<file path="config.mk">
export PLATFORM = sky130hd
export DESIGN_NAME = decode_round_sequencer
export DESIGN_NICKNAME = d
export VERILOG_FILES = /design/src/rtl/decode_round_sequencer.sv
export SDC_FILE = /design/constraint.sdc
export NUM_CORES = 1
export LEC_CHECK = 0
export CAP_MARGIN = 40
export CORE_ASPECT_RATIO = 0.9
export CORE_MARGIN = 5
export CORE_UTILIZATION = 53
export DETAILED_ROUTE_END_ITERATION = 12
export GPL_TIMING_DRIVEN = 0
export PLACE_DENSITY = 0.83
export SYNTH_ARGS = -nofsm -noshare
export SYNTH_HDL_FRONTEND = slang
export SYNTH_SLANG_ARGS = --single-unit
</file>
<file path="constraint.sdc">
create_clock -name clk -period 3.7 [get_ports clk]
set_input_delay 0.74 -clock clk [delete_from_list [all_inputs] [get_ports clk]]
set_output_delay 0.74 -clock clk [all_outputs]
set_load 0.02 [all_outputs]
</file>
<file path="src/rtl/decode_round_sequencer.sv">
// decode_round_sequencer
//   Host-side controller for one decoding job on a Helios decoder over its
//   8-bit byte-stream interface. After reset it sends the start-decoding
//   message once, then for every job sends the measurement header and
//   streams MEAS_BYTES bytes fetched from the measurement RAM. It then
//   collects the result frame (iteration count, 16-bit cycle count,
//   CORR_BYTES correction bytes), writes the corrections to the correction
//   RAM and reports job_done, or timeout_err if the decoder goes quiet.
//
// Ports
//   clk, reset            clock, asynchronous active-low reset
//   job_start             one-cycle job request (accepted in IDLE only)
//   busy / job_done       job in progress / one-cycle completion pulse
//   timeout_err           sticky, cleared by the next accepted job_start
//   meas_rd_*             measurement RAM read port (1-cycle read latency)
//   tx_data/valid/ready   byte stream to the decoder input FIFO
//   rx_data/valid/ready   byte stream from the decoder output FIFO
//   corr_we/addr/data     correction RAM write port
//   iteration_count       iteration count of the last result frame
//   cycle_count           cycle count of the last result frame
module decode_round_sequencer #(
   parameter int         MEAS_BYTES     = 30,
   parameter int         CORR_BYTES     = 40,
   parameter logic [7:0] START_MSG      = 8'h01,
   parameter logic [7:0] MEAS_HEADER    = 8'h02,
   parameter int         TIMEOUT_CYCLES = 65535,
   parameter int         MA_W           = (MEAS_BYTES > 1) ? $clog2(MEAS_BYTES) : 1,
   parameter int         CA_W           = (CORR_BYTES > 1) ? $clog2(CORR_BYTES) : 1
) (
   input  logic            clk,
   input  logic            reset,
   input  logic            job_start,
   output logic            busy,
   output logic            job_done,
   output logic            timeout_err,
   output logic            meas_rd_en,
   output logic [MA_W-1:0] meas_rd_addr,
   input  logic [7:0]      meas_rd_data,
   output logic [7:0]      tx_data,
   output logic            tx_valid,
   input  logic            tx_ready,
   input  logic [7:0]      rx_data,
   input  logic            rx_valid,
   output logic            rx_ready,
   output logic            corr_we,
   output logic [CA_W-1:0] corr_addr,
   output logic [7:0]      corr_data,
   output logic [7:0]      iteration_count,
   output logic [15:0]     cycle_count
);

   // Index counters are one bit wider than the address when the byte count
   // is a power of two, so the "all issued" compare never sees a wrap.
   localparam int MC_W = $clog2(MEAS_BYTES + 1);
   localparam int CC_W = $clog2(CORR_BYTES + 1);
   localparam int TW   = $clog2(TIMEOUT_CYCLES + 1);

   localparam logic [MC_W-1:0] MEAS_N    = MC_W'(MEAS_BYTES);
   localparam logic [MC_W-1:0] MEAS_LAST = MC_W'(MEAS_BYTES - 1);
   localparam logic [CC_W-1:0] CORR_LAST = CC_W'(CORR_BYTES - 1);
   localparam logic [TW-1:0]   TO_MAX    = TW'(TIMEOUT_CYCLES);
   localparam logic [TW-1:0]   TO_LAST   = TW'(TIMEOUT_CYCLES - 1);

   typedef enum logic [3:0] {
      IDLE,
      SEND_START,
      SEND_HDR,
      SEND_MEAS,
      RX_ITER,
      RX_CYC_HI,
      RX_CYC_LO,
      RX_CORR,
      DONE
   } state_t;

   state_t          state;
   logic            start_sent;
   logic [MC_W-1:0] rd_idx;      // next RAM address to read
   logic [MC_W-1:0] tx_idx;      // measurement bytes transferred so far
   logic [CC_W-1:0] corr_idx;    // correction bytes accepted so far
   logic [TW-1:0]   to_cnt;      // idle cycles while awaiting a result byte

   // 2-entry prefetch FIFO between the RAM and tx
   logic [1:0][7:0] fifo_mem;
   logic            wr_ptr;
   logic            rd_ptr;
   logic [1:0]      fifo_cnt;
   logic            rd_inflight; // read issued last cycle, data on meas_rd_data now

   logic            in_meas;
   logic            tx_fire;
   logic            meas_pop;
   logic            rx_fire;
   logic            to_hit;
   logic [2:0]      pending;

   assign in_meas  = (state == SEND_MEAS);
   assign tx_valid = (state == SEND_START) || (state == SEND_HDR) ||
                     (in_meas && (fifo_cnt != 2'd0));
   assign tx_fire  = tx_valid && tx_ready;
   assign meas_pop = in_meas && tx_fire;

   // Occupancy plus in-flight reads, less the byte leaving this cycle.
   // Counting the departing byte lets a new read replace it in the same
   // cycle, which is what sustains one byte per cycle under full ready.
   assign pending    = {1'b0, fifo_cnt} + {2'b00, rd_inflight} - {2'b00, meas_pop};
   assign meas_rd_en = in_meas && (rd_idx < MEAS_N) && (pending < 3'd2);
   assign meas_rd_addr = rd_idx[MA_W-1:0];

   assign rx_ready = (state == RX_ITER) || (state == RX_CYC_HI) ||
                     (state == RX_CYC_LO) || (state == RX_CORR);
   assign rx_fire  = rx_valid && rx_ready;
   // Fires on the edge where the idle counter would reach TIMEOUT_CYCLES.
   assign to_hit   = rx_ready && !rx_fire && (to_cnt == TO_LAST);

   always_comb begin
      tx_data = 8'h00;
      case (state)
         SEND_START: tx_data = START_MSG;
         SEND_HDR:   tx_data = MEAS_HEADER;
         SEND_MEAS:  if (fifo_cnt != 2'd0) tx_data = fifo_mem[rd_ptr];
         default:    tx_data = 8'h00;
      endcase
   end

   always_ff @(posedge clk or negedge reset) begin
      if (!reset) begin
         state           <= IDLE;
         start_sent      <= 1'b0;
         busy            <= 1'b0;
         job_done        <= 1'b0;
         timeout_err     <= 1'b0;
         rd_idx          <= '0;
         tx_idx          <= '0;
         corr_idx        <= '0;
         to_cnt          <= '0;
         fifo_mem        <= '0;
         wr_ptr          <= 1'b0;
         rd_ptr          <= 1'b0;
         fifo_cnt        <= 2'd0;
         rd_inflight     <= 1'b0;
         corr_we         <= 1'b0;
         corr_addr       <= '0;
         corr_data       <= 8'h00;
         iteration_count <= 8'h00;
         cycle_count     <= 16'h0000;
      end else begin
         job_done <= 1'b0;
         corr_we  <= 1'b0;

         // prefetch pipeline: issue -> land in FIFO -> pop to tx
         rd_inflight <= meas_rd_en;
         if (meas_rd_en) rd_idx <= rd_idx + 1'b1;
         if (rd_inflight) begin
            fifo_mem[wr_ptr] <= meas_rd_data;
            wr_ptr           <= ~wr_ptr;
         end
         if (meas_pop) rd_ptr <= ~rd_ptr;
         fifo_cnt <= fifo_cnt + {1'b0, rd_inflight} - {1'b0, meas_pop};

         // saturating idle counter, only alive while awaiting result bytes
         if (!rx_ready || rx_fire) to_cnt <= '0;
         else if (to_cnt != TO_MAX) to_cnt <= to_cnt + 1'b1;

         case (state)
            IDLE: begin
               if (job_start) begin
                  busy        <= 1'b1;
                  timeout_err <= 1'b0;
                  rd_idx      <= '0;
                  tx_idx      <= '0;
                  corr_idx    <= '0;
                  wr_ptr      <= 1'b0;
                  rd_ptr      <= 1'b0;
                  fifo_cnt    <= 2'd0;
                  state       <= start_sent ? SEND_HDR : SEND_START;
               end
            end
            SEND_START: begin
               if (tx_fire) begin
                  start_sent <= 1'b1;
                  state      <= SEND_HDR;
               end
            end
            SEND_HDR: begin
               if (tx_fire) state <= SEND_MEAS;
            end
            SEND_MEAS: begin
               if (meas_pop) begin
                  tx_idx <= tx_idx + 1'b1;
                  // every read has been issued and drained by now
                  if (tx_idx == MEAS_LAST) begin
                     tx_idx <= '0;
                     rd_idx <= '0;
                     state  <= RX_ITER;
                  end
               end
            end
            RX_ITER: begin
               if (rx_fire) begin
                  iteration_count <= rx_data;
                  state           <= RX_CYC_HI;
               end
            end
            RX_CYC_HI: begin
               if (rx_fire) begin
                  cycle_count[15:8] <= rx_data;
                  state             <= RX_CYC_LO;
               end
            end
            RX_CYC_LO: begin
               if (rx_fire) begin
                  cycle_count[7:0] <= rx_data;
                  state            <= RX_CORR;
               end
            end
            RX_CORR: begin
               if (rx_fire) begin
                  corr_we   <= 1'b1;
                  corr_addr <= corr_idx[CA_W-1:0];
                  corr_data <= rx_data;
                  corr_idx  <= corr_idx + 1'b1;
                  if (corr_idx == CORR_LAST) begin
                     corr_idx <= '0;
                     job_done <= 1'b1;   // high during the DONE cycle
                     state    <= DONE;
                  end
               end
            end
            DONE: begin
               busy  <= 1'b0;
               state <= IDLE;
            end
            default: state <= IDLE;
         endcase

         // Decoder went quiet: abandon the job and force a fresh START_MSG
         // next time, since the decoder state is unknown.
         if (to_hit) begin
            timeout_err <= 1'b1;
            busy        <= 1'b0;
            start_sent  <= 1'b0;
            corr_idx    <= '0;
            state       <= IDLE;
         end
      end
   end

endmodule

</file>
==> reports/qor.yml <==
run_status:
  status: "finished clean"
timing:
  setup_viol: 0
  min_period_over_period: 0.9818
  finalHoldViolations: 0
  rsz0062_at_grt: "yes"
  worstMarginPinSlew_ns: 0.9040
  fmax_mhz: 275.3
  finalClockSkew_ns: 0.009238
  period_needed_ns: 3.633
  maxSlewViolCount: 0
  tns_ns: 0
  relSlewSlack: 0.3940
power:
  power_density_nw_per_um2: 565.8
  leakage_nw: 2.601
  fin_total_pwr_mw: 3.344
  peakVddDrop_v: 0.0002927
synthesis:
  synth_ff_type: "dfrtp_1"
  synthSimpleGateAreaFrac: 0.1800
  synth_xor_area_frac: 0.02442
  synth_compound_area_frac: 0.08210
  syn-num-nets: 465
  synth_mux_area_frac: 0.1183
  ys_ff_latch: 100
  synth_cells: 433
  synth_top_area_frac: 0.5366
  synth_top_cells_by_count: "100 x dfrtp_1, 61 x nand2_1, 41 x mux2_2"
  avgSynthCellArea_um2: 10.77
  yosysWarnings: 0
  synth_area_leader_cell: "dfrtp_1"
  synth_top_family_by_area: "simple AND/OR/NAND/NOR gates"
  async_flop_share: 1.000
  ys_types: 54
  post-synth-top-count-cell: "dfrtp_1"
  yosys-top-cells-area: "dfrtp_1 54%, mux2_2 9.9%, nand2_1 4.9%"
  synth_enable_flop_cells: 0
  ys_seq_area_frac: 0.5366
  synth_area_um2: 4663
  yosys.area_share.adder: 0.03112
clock_tree:
  cts_sinks: 100
  clock_path_buffers: 2
  cts_max_level: 3
  clk_latency_ns: 0.37
  cts_made_buffers: 9
  cts_hold_buf: 0
  root_buffer: "clkbuf_8"
  clkSlewWorstSetupHoldPaths_ns: 0.09
  cts_tree: "done"
die:
  start_util: 0.5442
  die_w_um: 108.9
  pin_count: 79
  core_area_um2: 8568
  fp.dieH_um: 98.99
  die_area_um2: 10780
  fp-row-count: 32
detailed_routing:
  vias: 3577
  ant_nets: 0
  drtPass1Iterations: 5
  post-route-drc-count: 0
  routed_wl_mm: 10.41
  wl_per_cell_um: 16.02
  drtIter0Drc: 142
  via_per_inst: 5.503
worst_setup_path:
  critPathLaunch: "state[0]$_DFFE_PN0P_"
  worstSetupEndpointType: "output pin"
  worstPathRequired_ns: 2.96
  crit_top_cell: "inv_1"
  worstPathArrival_ns: 2.89
  timing.rr.start: "state[0]$_DFFE_PN0P_"
  worstPathCellList: "buf_6 -> and2_1 -> buf_4 -> nand2_2 -> nor2_4 -> ha_1 -> inv_1 -> ha_1 -> inv_1 -> fa_1 -> xnor2_2 -> nand4_1 -> inv_1 -> buf_4"
  worst_path_largest_cell_delay_ns: 0.41
  crit_slowest_cell: "fa_1"
  start_kind: "register"
  crit_fanout: 9
  critPathKind: "reg2out"
final_layout:
  seq_area_um2: 2505
  fin_nets: 558
  antenna_cells: 0
  n_fill_cell: 638
  syn_to_final_growth_pct: 26.75
  drive_gt1_frac: 0.1601
  instances_no_fill: 650
  multi_input_area_um2: 2079
flow_run:
  max_cap_viol_count: 0
global_routing:
  grt_max_degree: 61
  grt_remaining_overflow: 0
  grt.total_usage: 0.2020
  antenna_found_initial: 0
  grt_pass1_vias: 3580
  grt_pass1_wl_mm: 17.33
placed_design:
  gp_congestion: 0.8581
  io_buffers: 78
  post-dp-hpwl_mm: 7.292
  dp_cells: 631
worst_hold_path:
  hold_path.class: "in2async"
==> through the flow <==
| step | hold slack (ns) | utilization | instance area [µm²] | setup slack (ns) |
|---|---|---|---|---|
| floorplan | 0.4444 | - | 4663 | 0.2324 |
| global placement | 0.4576 | 0.6527 | 5593 | -1.678 |
| detailed placement | 0.4706 | 0.6548 | 5610 | -1.179 |
| CTS | 0.4528 | 0.6871 | 5887 | 0.06719 |
| global route | 0.4847 | 0.6898 | 5911 | -0.08283 |
| finish | 0.4254 | 0.6898 | 5911 | 0.06745 |
==> critical path: cells and delay by family (launching register included) <==
kind / cells / cell delay (ns)
XOR/XNOR: 1 / 0.16
adder cells (fa/ha/maj): 3 / 0.84
buffers and inverters: 6 / 0.69
flip-flops: 1 / 0.39
AND/OR/NAND/NOR: 4 / 0.46
==> worst paths after layout <==
kind	endpoint	slack, ns	cells after the start
min in group clk	corr_addr[1]$_DFFE_PN0P_	0.49	2
max	meas_rd_en	0.07	14
max in group asynchronous	state[3]$_DFFE_PN0P_	2.61	2
max reg2reg	meas_rd_addr[4]$_DFF_PN0_	0.50	16
min reg2reg	corr_addr[1]$_DFFE_PN0P_	0.49	2
min	meas_rd_addr[3]$_DFF_PN0_	0.43	1
==> per-layer routing <==
metal	track usage	vias to the layer above	wire [µm]
met5	0	-	0
met4	0.05825	0	121
met3	0.05435	14	692
met2	0.3343	106	5248
met1	0.2602	1756	4350
li1	-	1701	-
==> layout make-up <==
type | count | share of cell area
multi-input combinational | 302 | 0.3518
inverter | 15 | 0.009526
tap | 119 | 0.02519
timing repair buffer | 84 | 0.1406
buffer | 14 | 0.01122
sequential | 100 | 0.4238
clock inverter | 5 | 0.01397
clock buffer | 11 | 0.02392
==> state kept, by name (all words and copies together) (netlist names) <==
name and flops:
busy 1, corr_addr 6, corr_data 8, corr_idx 6, corr_we 1, cycle_count 16
fifo_cnt 2, fifo_mem 16, iteration_count 8, job_done 1, meas_rd_addr 5, rd_inflight 1
rd_ptr 1, start_sent 1, state 4, timeout_err 1, to_cnt 16, tx_idx 5
wr_ptr 1
==> cell families (layout without fill, tap and decap cells) <==
logic type / after synthesis / count (layout)
compound gates: 58 / 58
xor+xnor: 13 / 13
fa+ha+maj: 11 / 11
buf+inv: 31 / 129
flops: 100 / 100
mux: 50 / 50
simple gates: 170 / 170
==> placed cells by master (no fill, tap or decap), types with 10 or more instances in the layout <==
master and count:
inv_1 14, ha_1 10, o21ai_0 14, mux2_2 41
clkdlybuf4s50_1 75, dfrtp_1 98, nand2_1 60, clkbuf_8 10
a21oi_1 12, xnor2_1 11, clkbuf_1 10, nand3_1 13
nor2_1 34
==> timing repair <==
item,in CTS,in global routing
endpoints found under the setup margin,3,3
pin swaps,4,1
gates resized for setup,15,4
setup buffers,4,0
==> report_power, final <==
group          leakage (nW)  internal [mW]  switching [mW]  total [mW]
combinational          1.16          0.570           0.613        1.18
clock                 0.114          0.403           0.372       0.776
sequential             1.33           1.26           0.125        1.39
total                  2.60           2.23            1.11        3.34
No activity file was read; power rests on OpenSTA's default activity.
